<file path="src/rtl/pc_sequencer.sv">
// Program counter sequencer: fetch / execute / PC-commit, with halt/resume
// and a single-level interrupt (EPC save, ISR vector, return).
module pc_sequencer #(
  parameter int unsigned          WIDTH      = 32,
  parameter logic [WIDTH-1:0]     RESET_ADDR = '0,
  parameter logic [WIDTH-1:0]     ISR_ADDR   = WIDTH'(1)
) (
  input  logic             clock,
  input  logic             reset,
  input  logic [WIDTH-1:0] prox_pc,
  input  logic             imem_ack,
  input  logic             exec_done,
  input  logic             halt,
  input  logic             reti,
  input  logic             ei,
  input  logic             di,
  input  logic             irq,
  input  logic             resume,
  output logic [WIDTH-1:0] pc,
  output logic [WIDTH-1:0] epc,
  output logic             imem_req,
  output logic             inst_valid,
  output logic             irq_ack,
  output logic             int_en,
  output logic             halted
);

  typedef enum logic [1:0] {
    S_FETCH  = 2'd0,
    S_EXEC   = 2'd1,
    S_TRAP   = 2'd2,
    S_HALTED = 2'd3
  } state_e;

  state_e           state_q, state_d;
  logic [WIDTH-1:0] pc_q, pc_d;
  logic [WIDTH-1:0] epc_q, epc_d;
  logic             int_en_q, int_en_d;

  always_ff @(posedge clock or negedge reset) begin
    if (!reset) begin
      state_q  <= S_FETCH;
      pc_q     <= RESET_ADDR;
      epc_q    <= '0;
      int_en_q <= 1'b0;
    end else begin
      state_q  <= state_d;
      pc_q     <= pc_d;
      epc_q    <= epc_d;
      int_en_q <= int_en_d;
    end
  end

  // Exactly one action per completed instruction; halt outranks interrupt
  // entry, which in turn swallows any reti/ei/di retiring in the same cycle.
  always_comb begin
    state_d  = state_q;
    pc_d     = pc_q;
    epc_d    = epc_q;
    int_en_d = int_en_q;
    case (state_q)
      S_FETCH: begin
        if (imem_ack) state_d = S_EXEC;
      end
      S_EXEC: begin
        if (exec_done) begin
          if (halt) begin
            pc_d    = prox_pc;
            state_d = S_HALTED;
          end else if (irq && int_en_q) begin
            epc_d   = prox_pc;
            state_d = S_TRAP;
          end else if (reti) begin
            pc_d     = epc_q;
            int_en_d = 1'b1;
            state_d  = S_FETCH;
          end else begin
            pc_d    = prox_pc;
            state_d = S_FETCH;
            if (di)      int_en_d = 1'b0;
            else if (ei) int_en_d = 1'b1;
          end
        end
      end
      S_TRAP: begin
        pc_d     = ISR_ADDR;
        int_en_d = 1'b0;
        state_d  = S_FETCH;
      end
      S_HALTED: begin
        if (resume) state_d = S_FETCH;
      end
      default: state_d = S_FETCH;
    endcase
  end

  // Strobes are gated by reset so nothing is requested while it is held.
  assign imem_req   = reset && (state_q == S_FETCH);
  assign inst_valid = reset && (state_q == S_FETCH) && imem_ack;
  assign irq_ack    = reset && (state_q == S_TRAP);
  assign halted     = reset && (state_q == S_HALTED);

  assign pc     = pc_q;
  assign epc    = epc_q;
  assign int_en = int_en_q;

endmodule

</file>
<file path="config.mk">
export PLATFORM = sky130hd
export DESIGN_NAME = pc_sequencer
export DESIGN_NICKNAME = d
export VERILOG_FILES = /design/src/rtl/pc_sequencer.sv
export SDC_FILE = /design/constraint.sdc
export NUM_CORES = 1
export LEC_CHECK = 0
export ABC_AREA = 1
export CAP_MARGIN = 20
export CORE_MARGIN = 3
export CORE_UTILIZATION = 48
export CTS_BUF_LIST = sky130_fd_sc_hd__clkbuf_4
export DETAILED_ROUTE_END_ITERATION = 6
export PLACE_DENSITY = 0.82
export SLEW_MARGIN = 40
export SYNTH_ARGS = -nofsm -noshare
export SYNTH_HDL_FRONTEND = slang
export SYNTH_SLANG_ARGS = --single-unit
</file>
<file path="constraint.sdc">
create_clock -name clock -period 1.6 [get_ports clock]
set_clock_uncertainty 0.1 [all_clocks]
set_input_delay 0.16 -clock clock [delete_from_list [all_inputs] [get_ports clock]]
set_output_delay 0.16 -clock clock [all_outputs]
set_load 0.03 [all_outputs]
</file>
==> results of run 1 <==
-- worst min-delay path, stage by stage --
cell and delay, ns:
sky130_fd_sc_hd__clkdlybuf4s50_1 0.39, sky130_fd_sc_hd__inv_1 0.08, sky130_fd_sc_hd__o21ai_2 0.06
-- how the worst max path moves through the flow --
stage	from	endpoint	slack, ns	cells past startpoint
finish	state_q[0]	halted	0.08	4
global route	state_q[1]	inst_valid	-0.03	4
CTS	state_q[0]	inst_valid	0.0005	4
detailed placement	irq	epc[21]	-0.02	9
global placement	halt	pc[0]	0.02	9
floorplan	state_q[0]	inst_valid	0.14	3
-- layer usage --
metal	GRT usage	up-vias
li1	-	1529
met1	0.259	1442
met2	0.331	103
met3	0.0522	12
met4	0.0666	0
met5	0	-
-- flip-flops by register name, indices dropped and copies added, names as in the netlist --
| signal | count |
|---|---|
| state_q | 2 |
| epc | 32 |
| pc | 32 |
| int_en | 1 |
-- kinds of logic (layout without fill, tap and decap cells) --
kind of cell | count (synthesis) | in the layout | share of synthesized area
flops | 67 | 67 | 0.478
buf+inv | 95 | 214 | 0.129
compound gates | 65 | 65 | 0.160
simple gates | 196 | 196 | 0.233
-- power groups by stage --
stage / Clock (mW) / Sequential (mW) / Combinational (mW)
2_1_floorplan: 0 / 4.66 / 2.47
3_3_place_gp: 0 / 3.14 / 6.13
3_5_place_dp: 0 / 3.17 / 6.27
4_1_cts: 1.02 / 3.12 / 5.72
5_1_grt: 1.09 / 3.21 / 6.18
6_report: 0.994 / 3.12 / 5.69
-- area by class of cell --
class / count / area share
multi-input combinational: 261 / 0.289
timing repair buffer: 126 / 0.254
sequential: 67 / 0.350
clock buffer: 9 / 0.0141
inverter: 74 / 0.0580
tap: 96 / 0.0251
clock inverter: 5 / 0.00967
-- cells in the final DEF (no fill, tap or decap) --
| master | netlist | layout |
|---|---|---|
| sky130_fd_sc_hd__bufinv_16 | 0 | 1 |
| sky130_fd_sc_hd__nand4_1 | 1 | 1 |
| sky130_fd_sc_hd__clkinv_2 | 0 | 1 |
| sky130_fd_sc_hd__nor2_1 | 7 | 7 |
| sky130_fd_sc_hd__nand3_1 | 37 | 37 |
| sky130_fd_sc_hd__dfrtp_1 | 67 | 67 |
| sky130_fd_sc_hd__o211ai_1 | 1 | 1 |
| sky130_fd_sc_hd__o21ai_0 | 1 | 1 |
| sky130_fd_sc_hd__nor2_4 | 1 | 1 |
| sky130_fd_sc_hd__a21oi_1 | 1 | 1 |
| sky130_fd_sc_hd__nand2_1 | 143 | 143 |
| sky130_fd_sc_hd__dlygate4sd2_1 | 0 | 65 |
| sky130_fd_sc_hd__clkbuf_4 | 0 | 9 |
| sky130_fd_sc_hd__nand2_4 | 2 | 2 |
| sky130_fd_sc_hd__buf_4 | 0 | 12 |
| sky130_fd_sc_hd__buf_12 | 0 | 7 |
| sky130_fd_sc_hd__o21ai_2 | 62 | 62 |
| sky130_fd_sc_hd__nand2_2 | 3 | 3 |
| sky130_fd_sc_hd__nor2_2 | 1 | 1 |
| sky130_fd_sc_hd__nor3_2 | 0 | 1 |
| sky130_fd_sc_hd__clkdlybuf4s50_1 | 0 | 40 |
| sky130_fd_sc_hd__inv_1 | 71 | 71 |
| sky130_fd_sc_hd__dlygate4sd3_1 | 0 | 1 |
| sky130_fd_sc_hd__buf_2 | 6 | 1 |
| sky130_fd_sc_hd__inv_2 | 3 | 3 |
| sky130_fd_sc_hd__clkinv_1 | 0 | 3 |
-- repair_timing --
action / CTS / global route
hold buffers: 1 / 0
endpoints found under the hold margin: 33 / 0
resized for setup: 65 / 1
buffers inserted: 0 / 2
pin swaps: 0 / 1
setup endpoints to repair: 65 / 3
-- stage by stage --
stage	instances	hold WS, ns	setup slack, ns
floorplan	423	-0.236	0.143
global placement	620	0.325	0.0171
detailed placement	621	0.144	-0.0187
CTS	636	0.225	0.000502
global route	638	0.234	-0.0301
finish	638	0.235	0.0791
-- cell usage after synthesis, drive strengths merged --
| library cell | instances | area (sq um) |
|---|---|---|
| o21ai | 63 | 548 |
| buf | 18 | 165 |
| clkbuf | 3 | 11.3 |
| o211ai | 1 | 7.51 |
| nand3 | 37 | 185 |
| inv | 74 | 278 |
| nor3 | 1 | 5.00 |
| dfrtp | 67 | 1680 |
| nand2 | 148 | 578 |
| nand4 | 1 | 6.26 |
| nor2 | 9 | 43.8 |
| a21oi | 1 | 5.00 |
==> results summary, run 1 <==
The final hold violation count is 0. The chip width is 91.5 um. The sum of net half-perimeters after detailed placement came out at between 6000 and 7000 um. The static leakage came out at between 2 and 3 nW.

The TritonCTS clock tree is done. The final setup TNS came out at 0 ns. Counting cells, the worst reg-to-reg path comes to 8. For this block, the via count after detailed routing is 3086. The total of endpoints with negative setup slack in the final report is 0.

The startpoint identified for the worst register-to-register timing path is state_q[0]. The y dimension of the die is around 90 um. After routing the design area is 0.00479 sq mm. Of the synthesized area, sequential elements account for 0.478.

The area of the mapped netlist is about 0.0035 sq mm. Setup repair after global routing could not meet its margin everywhere. The number of max-slew violations in the final report is 0. The setup slack of the most critical reg-to-reg path is approximately 0.1 ns. The filler cell count in the final layout came out at about 580. Wire segments on met2 add up to 4040 um in the final route. The headroom to the max-slew limit came out at 0.708.

The number of instances in the synthesized netlist is 423. The flow ran to the end, and the final reports show no timing, DRC or antenna violations. The routed design has 8220 um of wire. The depth of the worst hold-timing path is 3.

The switching power is roughly 4.8 mW. The highest metal layer used by the detailed router is met4. Of all nets on the critical path, the largest fanout is 3. The worst register-to-register path ends at pc[30].

For the worst-skew pair, the clock arrives at the later sink with an insertion delay of 0.39 ns. Across the whole layout, storage elements account for roughly 0.0017 sq mm. The family with the most delay on the worst path is flip-flops. The per-cell via count in the routed design is around 4.8. Of the cells placed in the final design, the portion with a size suffix greater than 1 is 0.192. The overall die area came out at about 0.0084 sq mm. Across the run, the number of max-cap violations was 0.

The number of buffers created by CTS is 9. The largest incremental delay on the critical path came out at 0.40 ns. The power density normalized to cell area came out at between 2000 and 2500 mW/mm^2. The largest individual stage delay along the critical path comes from the cell sky130_fd_sc_hd__dfrtp_1. Row generation in the floorplan step produced 30 rows.

The number of nets in the synthesized netlist came out at 465. STA puts the critical path data required time at about 1.3 ns. The area taken by multi-input logic gates came out at between 0.001 and 0.0015 sq mm. The level count of the clock H-tree came out at 3. In the final routed layout, each cell accounts on average for about 13 um. The count of routing violations after the opening detailed-route iteration is 172.

The total of buffers placed on input and output ports came out at 110. The sum of buffers and inverters on the critical path is 2. The first global-routing pass estimated roughly 14000 um of wire.

The worst ir drop on vdd came out at ~900 uV. The worst setup path is of the register to output pin kind. The transition time at the pin with the least slew margin is 0.438 ns. The post-route fraction of the period consumed by the critical path came out at 0.951.

The DRC violations left is 0. The via count of the first global-routing pass came to between 3000 and 4000. The initial core utilization is 0.505. The clock slew seen by the registers of the worst setup and hold paths came out at 0.10 ns. The global-route congestion overflow total came out at 0.

The per-instance average area after synthesis came out at between 8 and 9 sq um. Clock tree synthesis selected as its root buffer the cell sky130_fd_sc_hd__clkbuf_4. The first detailed-routing pass ran for 4 iterations. The area overhead of the layout relative to synthesis is 36.4%. The design draws 9.80 mW. Data arrives at the worst endpoint at 1.26 ns. The number of antenna violations at the first check in global routing came out at 0. The critical path goes through buf_4 -> nand2_1 -> nor2_1 -> buf_4.

Of the total power, the share spent switching nets is 0.488. The kind of start point of the critical path is a register. The layout net count is 581. Yosys mapped the design onto 19 distinct sky130hd cell types.

The number of antenna cells inserted is 0. The total number of yosys warnings is 0. The met3 wire length is around 520 um. The maximum clock frequency is ~660 MHz.

The relative contribution of sequential cells to total power is 0.318. The maximum number of pins on one net before global-route repair is 35. The area of the placeable core is approximately 0.0069 sq mm. The routability congestion estimate is slightly above 0.8.

The launch point of the worst hold path is prox_pc[29]. The endpoint kind of the worst setup timing path is an output pin. For this run, the total global-route usage over all layers was measured as 0.202. During I/O placement, the number of pins put on the boundary was 111. The path with the worst hold slack has its endpoint at epc[29]. The most used cell along the critical path is sky130_fd_sc_hd__buf_4. The wire length the detailed router placed on met1 is about 3500 um. Internal power comes to 5.01 mW.

The post-place instance area is approximately 0.0047 sq mm. Synthesis inferred between 60 and 70 register bits. The fraction of the core area covered by cells at the end of the flow is 0.689. Subtracting the final worst setup slack from the clock period gives 1.52 ns. The clock sink count is 67. The buffer levels on the longest clock path came out at 2. The worst hold path class is input pin to register. The clock power share came out at 0.101. The post-route antenna net violation count came out at 0. Of the total power, combinational logic draws 0.581.
No activity file was read; power rests on OpenSTA's default activity.
==> run 2: changes to the inputs <==
- RECOVER_POWER: not set -> 25
==> results summary, run 2 (synthesized netlist as in run 1, its figures left out) <==
The flow ran to the end, and the final reports show no timing, DRC or antenna violations. The number of placed cells counting well taps is between 600 and 700. The combinational group share of total power came out at 0.581. The maximum clock frequency is 658 MHz. After detailed routing, no signal wire sits above met4.

Leaving out fill and tap cells, the most frequent cell in the layout is sky130_fd_sc_hd__nand2_1. The maximum number of pins on one net before global-route repair came out at 35. The family with the most delay on the worst path is flip-flops. Of the total power, the share spent switching nets is 0.489. Dividing the detail-routed wire length by the instance count gives roughly 13 um. The switching power came out at 4.79 mW. In this run, the number of DRC markers left after iteration 0 of detailed routing was about 170.

The worst hold path belongs to the class input pin to register. In the layout the commonest cells are sky130_fd_sc_hd__nand2_1, sky130_fd_sc_hd__inv_1, sky130_fd_sc_hd__dfrtp_1. The relative contribution of sequential cells to total power came out at 0.318. For this run, the number of standard cells in the final layout without fillers is approximately 640. The headroom to the max-slew limit came out at 0.451. The sum of net half-perimeters after detailed placement came out at between 6000 and 7000 um. The DRC violations left is 0. The routability congestion estimate came out at ~0.8.

Walking the worst path, the cells encountered are buf_4 -> nand2_1 -> nor2_1 -> buf_4. In this run the horizontal extent of the chip is 91.5 um. In this run the static leakage power is 2.61 nW. IR analysis of the VDD net gives a maximum drop of between 800 and 900 uV. The clock slew seen by the registers of the worst setup and hold paths came out at 0.10 ns.

In the final layout, the share of cells above drive strength 1 is 0.190. The wire length the detailed router placed on met1 is about 3500 um. Across every metal layer, demand over resource in global routing totals 0.202.

The root buffer cell chosen for the clock tree is sky130_fd_sc_hd__clkbuf_4. In the routed layout, each cell is associated on average with a via count of around 4.8. In this run the remaining antenna-violating nets after routing total 0. The buffer levels on the longest clock path is 2. Dividing the final minimum period by the clock period gives 0.950.

The clock power share came out at 0.102. The total of endpoints with negative setup slack in the final report is 0. The wire length of the first global-routing pass is approximately 14000 um. The core region is 0.00694 sq mm. The floorplan has 30 rows.

The cell with the biggest individual delay on the critical path is sky130_fd_sc_hd__dfrtp_1. The first-pass detailed-route iteration total is 4. The worst setup path is captured at an output pin. The setup path with the least slack is of type register to output pin. The worst-skew pair later-pin latency is 0.39 ns. The number of maximum-capacitance violations came out at 0.

The number of max-slew violations in the final report came to 0. From bottom edge to top edge, the die measures roughly 92 um. The number of antenna violations at the first check in global routing is 0.

The die covers approximately 0.0084 sq mm. Across the whole layout, storage elements account for around 0.0017 sq mm. The required arrival time at the worst endpoint is between 1 and 1.5 ns. The internal power summed over all cells came out at roughly 5 mW.

The total via count in the routed design came out at between 3000 and 4000. The kind of start point of the critical path is a register. The total wire length after detailed routing is 8210 um.

The number of antenna cells inserted is 0. The global-route congestion overflow total came out at 0. By instance count, the cell type seen most on the critical path is sky130_fd_sc_hd__buf_4. The smallest hold slack came out at roughly 0.24 ns. Pin placement for this block handled 111 I/O pins. The total of buffers placed on input and output ports came out at 110. The data arrival time of the worst path is around 1.3 ns. Compared with the post-synthesis result, the final layout area differs by 36.0%. The critical path contains buffers and inverters numbering 2 combined. The final hold violation count came to 0. Setup repair after global routing could not meet its margin everywhere. Summed over all nets, wire length on met3 after detailed routing comes to approximately 530 um. Along the worst path, the maximum fanout reaches 3. The number of buffers created by CTS is 9.

TritonCTS built the clock tree. The post-layout minimum cycle time came out at roughly 1.5 ns. The clock sink count is 67. For this design the ratio of total power to cell area is 2050 mW/mm^2. The filler cell count in the final layout came out at about 600. The initial core utilization came out at 0.505.

The transition time at the pin with the least slew margin is roughly 0.8 ns. The area taken by multi-input logic gates came out at 0.00138 sq mm. The via count of the first global-routing pass is around 3100. The met2 wire length came out at between 4000 and 5000 um. The layout net count is a little under 600. For this run, the slowest stage of the critical path takes roughly 0.4 ns. The level count of the clock H-tree came out at 3.
[run 2: final timing paths]
path | from | end | slack [ns] | depth (start not counted)
worst max-delay path | state_q[0] | halted | 0.08 | 4
worst min-delay path | prox_pc[29] | epc[29] | 0.24 | 3
worst max register to register | state_q[0] | pc[30] | 0.10 | 8
worst min register to register | pc[15] | pc[15] | 0.39 | 2
max in group asynchronous | reset | pc[22] | 0.19 | 4
min in group asynchronous | reset | int_en | 0.42 | 3
[run 2: metrics by stage]
stage / setup WS (ns) / cell area [sq um] / utilization / total power [mW] / TNS (ns)
2_1_floorplan: 0.143 / 3510 / - / 7.13 / 0
3_3_place_gp: 0.0171 / 4700 / 0.677 / 9.27 / 0
3_5_place_dp: -0.0187 / 4720 / 0.680 / 9.44 / -0.0327
4_1_cts: 0.000502 / 4770 / 0.686 / 9.87 / 0
5_1_grt: -0.0301 / 4770 / 0.688 / 10.5 / -0.0595
6_report: 0.0795 / 4770 / 0.688 / 9.80 / 0
[run 2: tightest hold or removal path, stage by stage]
cell and delay [ns]:
sky130_fd_sc_hd__clkdlybuf4s50_1 0.39, sky130_fd_sc_hd__inv_1 0.08, sky130_fd_sc_hd__o21ai_2 0.06
[run 2: per-layer routing]
layer / up-vias / GRT usage
met5: - / 0
met4: 0 / 0.0666
met3: 13 / 0.0522
met2: 103 / 0.331
met1: 1436 / 0.259
li1: 1531 / -
[run 2: area by class of cell]
| cell class | instances | area share |
|---|---|---|
| clock inverters | 5 | 0.00970 |
| multi-input cells | 261 | 0.290 |
| clock buffers | 9 | 0.0142 |
| repair buffers | 126 | 0.252 |
| flip-flops and latches | 67 | 0.351 |
| inverters | 74 | 0.0582 |
| well taps | 96 | 0.0252 |
[run 2: timing repair]
| item | in CTS | in global routing |
|---|---|---|
| hold buffers | 1 | 0 |
| setup buffers | 0 | 2 |
| pin swaps | 0 | 1 |
| endpoints found under the hold margin | 33 | 0 |
| gates resized for setup | 65 | 1 |
| endpoints found under the setup margin | 65 | 3 |
[run 2: power groups by stage]
stage	Sequential (mW)	Combinational, mW	Clock (mW)
6_report	3.12	5.69	0.997
5_1_grt	3.21	6.18	1.09
4_1_cts	3.12	5.72	1.02
3_5_place_dp	3.17	6.27	0
3_3_place_gp	3.14	6.13	0
2_1_floorplan	4.66	2.47	0
==> run 3: changes to the inputs <==
- CORE_UTILIZATION: 48 -> 40
- PLACE_DENSITY: 0.82 -> 0.71
==> results summary, run 3 (synthesized netlist as in run 1, its figures left out) <==
The most numerous cell type found on the critical path is sky130_fd_sc_hd__nand2_1. The worst setup path is captured at a register. In this run the static leakage power is 2.67 nW. The worst slack at placement came out at -0.0296 ns. The smallest setup slack after layout came out at ~0.016 ns. The slowest stage of the critical path belongs to the cell sky130_fd_sc_hd__dfrtp_1. The sum of net half-perimeters after detailed placement came out at ~6000 um. The first detailed-routing pass ran for 5 iterations. The clock passes through at most 2 buffers. The total global routing track utilization came out at 0.179. The worst hold path class is input pin to register.

The worst setup path is launched from a register. After detailed routing, the average wire length per cell comes to 13.6 um. The transition time at the pin with the least slew margin is 0.938 ns.

In this design, the largest share of critical-path delay is due to simple AND/OR/NAND/NOR gates. The analysis attributes to net switching a power of between 4 and 5 mW. The root cell of the clock tree is sky130_fd_sc_hd__clkbuf_4. The final layout contains routed wiring with a total length of 8860 um. The H-tree generated during clock tree synthesis spans 3 levels. The fraction of layout instances using a drive strength above 1 is 0.209. The critical path contains buffers and inverters numbering 3 combined.

Traced cell by cell, the critical path runs through inv_2 -> buf_4 -> nand2_1 -> nor2_2 -> nor2_4 -> nand2_4 -> buf_12 -> nand2_1 -> o21ai_2. The headroom to the max-slew limit came out at 0.375. The layout net count is slightly below 600.

The tightest hold path in the finished design has a slack of roughly 0.22 ns. For this run, the slowest stage of the critical path takes between 0.4 and 0.5 ns. The per-cell via count in the routed design came out at around 4.7.

The data arrival time of the worst path came out at ~1.8 ns. The y dimension of the die is 99.7 um. The maximum fanout along the worst path is 26. Pin placement for this block handled 111 I/O pins. The chip width came out at between 90 and 100 um. The flow ran to the end, and the final reports show no timing, DRC or antenna violations. The routability congestion estimate is about 0.76. The worst-case IR drop observed on VDD is about 930 uV.

The number of placed cells counting well taps is 629. The post-route antenna net violation count came out at 0. The overall die area is around 0.0099 sq mm.

The maximum clock frequency is approximately 630 MHz. Relative to the synthesized area, the layout overhead comes to 40.0%. The clock slew seen by the registers of the worst setup and hold paths is 0.12 ns. The via count of the first global-routing pass came out at 3011.

The number of maximum-capacitance violations came out at 0. For this run, the number of standard cells in the final layout without fillers is 651. Of the available clock period, the critical path in the final layout requires 0.990.

The number of max-slew violations in the final report was 0. The area of the placeable core is between 0.008 and 0.009 sq mm. Of the total power, the clock network draws 0.136. Entering global routing, the biggest net connects 68 pins. For this design the ratio of total power to cell area is roughly 2100 mW/mm^2. The initial core utilization is 0.419.

TritonCTS built the clock tree. Of the total power, combinational logic draws 0.566. The required arrival time at the worst endpoint is 1.83 ns. The DRC violations left is 0. The library cell used most frequently in the layout, excluding fill and tap cells, is sky130_fd_sc_hd__nand2_1. Buffers placed on the I/O ports in this run total between 100 and 150.

The internal power summed over all cells came out at approximately 5.5 mW. The number of antenna cells inserted is 0. Setup violations remaining at the end of the flow were counted as 0.

The worst setup path is of the register to register kind. The top cell types in the final layout, fill and taps aside, are sky130_fd_sc_hd__nand2_1, sky130_fd_sc_hd__inv_1, sky130_fd_sc_hd__dfrtp_1. Setup repair after global routing could not meet its margin everywhere. Counting every sink on the clock net gives 67.

After the first detailed-routing iteration, the DRC count stood at 100. Subtracting the final worst setup slack from the clock period gives around 1.6 ns. The total via count in the routed design came out at between 3000 and 4000. Of the total power, the share spent switching nets is 0.475. The number of antenna violations at the first check in global routing is 0. The number of buffers created by CTS came out at 9. The number of standard-cell rows in the floorplan is 33.

The relative contribution of sequential cells to total power is 0.298. The wire length of the first global-routing pass came out at 14400 um. The final hold violation count came out at 0.

For this run the aggregate overflow at the end of global routing stands at 0. The later pin in the worst-skew pair is clocked with a latency of between 0.3 and 0.4 ns.
-- run 3: cell types whose count changed in the layout (fill, tap and decap cells not counted), moves of 2 or more --
cell and change:
sky130_fd_sc_hd__clkbuf_16 +2, sky130_fd_sc_hd__bufinv_16 +2, sky130_fd_sc_hd__nor2_2 +3, sky130_fd_sc_hd__nor2_1 -3, sky130_fd_sc_hd__clkinv_1 -2, sky130_fd_sc_hd__clkinv_4 +2
-- run 3: worst paths after layout --
check	startpoint	endpoint	slack [ns]	cells past startpoint
worst max-delay path	state_q[1]	pc[9]	0.02	9
worst min-delay path	prox_pc[19]	epc[19]	0.22	3
worst max register to register	state_q[1]	pc[9]	0.02	9
worst min register to register	pc[16]	pc[16]	0.39	2
max in group asynchronous	reset	epc[15]	0.35	3
min in group asynchronous	reset	state_q[1]	0.43	3
-- run 3: worst min-delay path, cell delays in order --
cell	delay [ns]
sky130_fd_sc_hd__clkdlybuf4s50_1	0.39
sky130_fd_sc_hd__inv_1	0.08
sky130_fd_sc_hd__o21ai_2	0.06
-- run 3: what timing repair did --
item / CTS / global route
hold endpoints to repair: 67 / 0
hold buffers: 1 / 0
setup buffers: 1 / 2
cloned: 0 / 2
gates resized for setup: 67 / 5
pin swaps: 1 / 0
setup endpoints to repair: 67 / 35
-- run 3: layout make-up --
cell class,count,area (sq um)
Multi-Input combinational cell,261,1400
Inverter,74,278
Fill cell,795,3470
Clock buffer,9,67.6
Sequential cell,67,1680
Clock inverter,7,116
Tap cell,105,131
Timing Repair Buffer,128,1240
-- run 3: power by group through the flow --
| stage | combinational (mW) | clock, mW | sequential (mW) |
|---|---|---|---|
| after floorplan | 2.47 | 0 | 4.66 |
| after global placement | 6.11 | 0 | 3.16 |
| after detailed placement | 6.22 | 0 | 3.18 |
| after CTS | 5.70 | 1.46 | 3.12 |
| after global routing | 6.39 | 1.52 | 3.23 |
| final | 5.91 | 1.42 | 3.11 |
-- run 3: routing by layer --
metal  global-route usage  vias to the layer above  wire (um)
li1                     -                     1536          -
met1                0.227                     1447       3860
met2                0.308                       81       4440
met3               0.0372                        8        478
met4               0.0504                        0         77
met5                    0                        -          0
-- run 3: through the flow --
| stage | utilization | area (sq um) | TNS (ns) | total power, mW |
|---|---|---|---|---|
| after floorplan | - | 3510 | 0 | 7.13 |
| after global placement | 0.563 | 4720 | 0 | 9.27 |
| after detailed placement | 0.563 | 4720 | -0.106 | 9.40 |
| after CTS | 0.578 | 4840 | -0.00432 | 10.3 |
| after global routing | 0.586 | 4910 | -0.978 | 11.1 |
| final | 0.586 | 4910 | 0 | 10.4 |
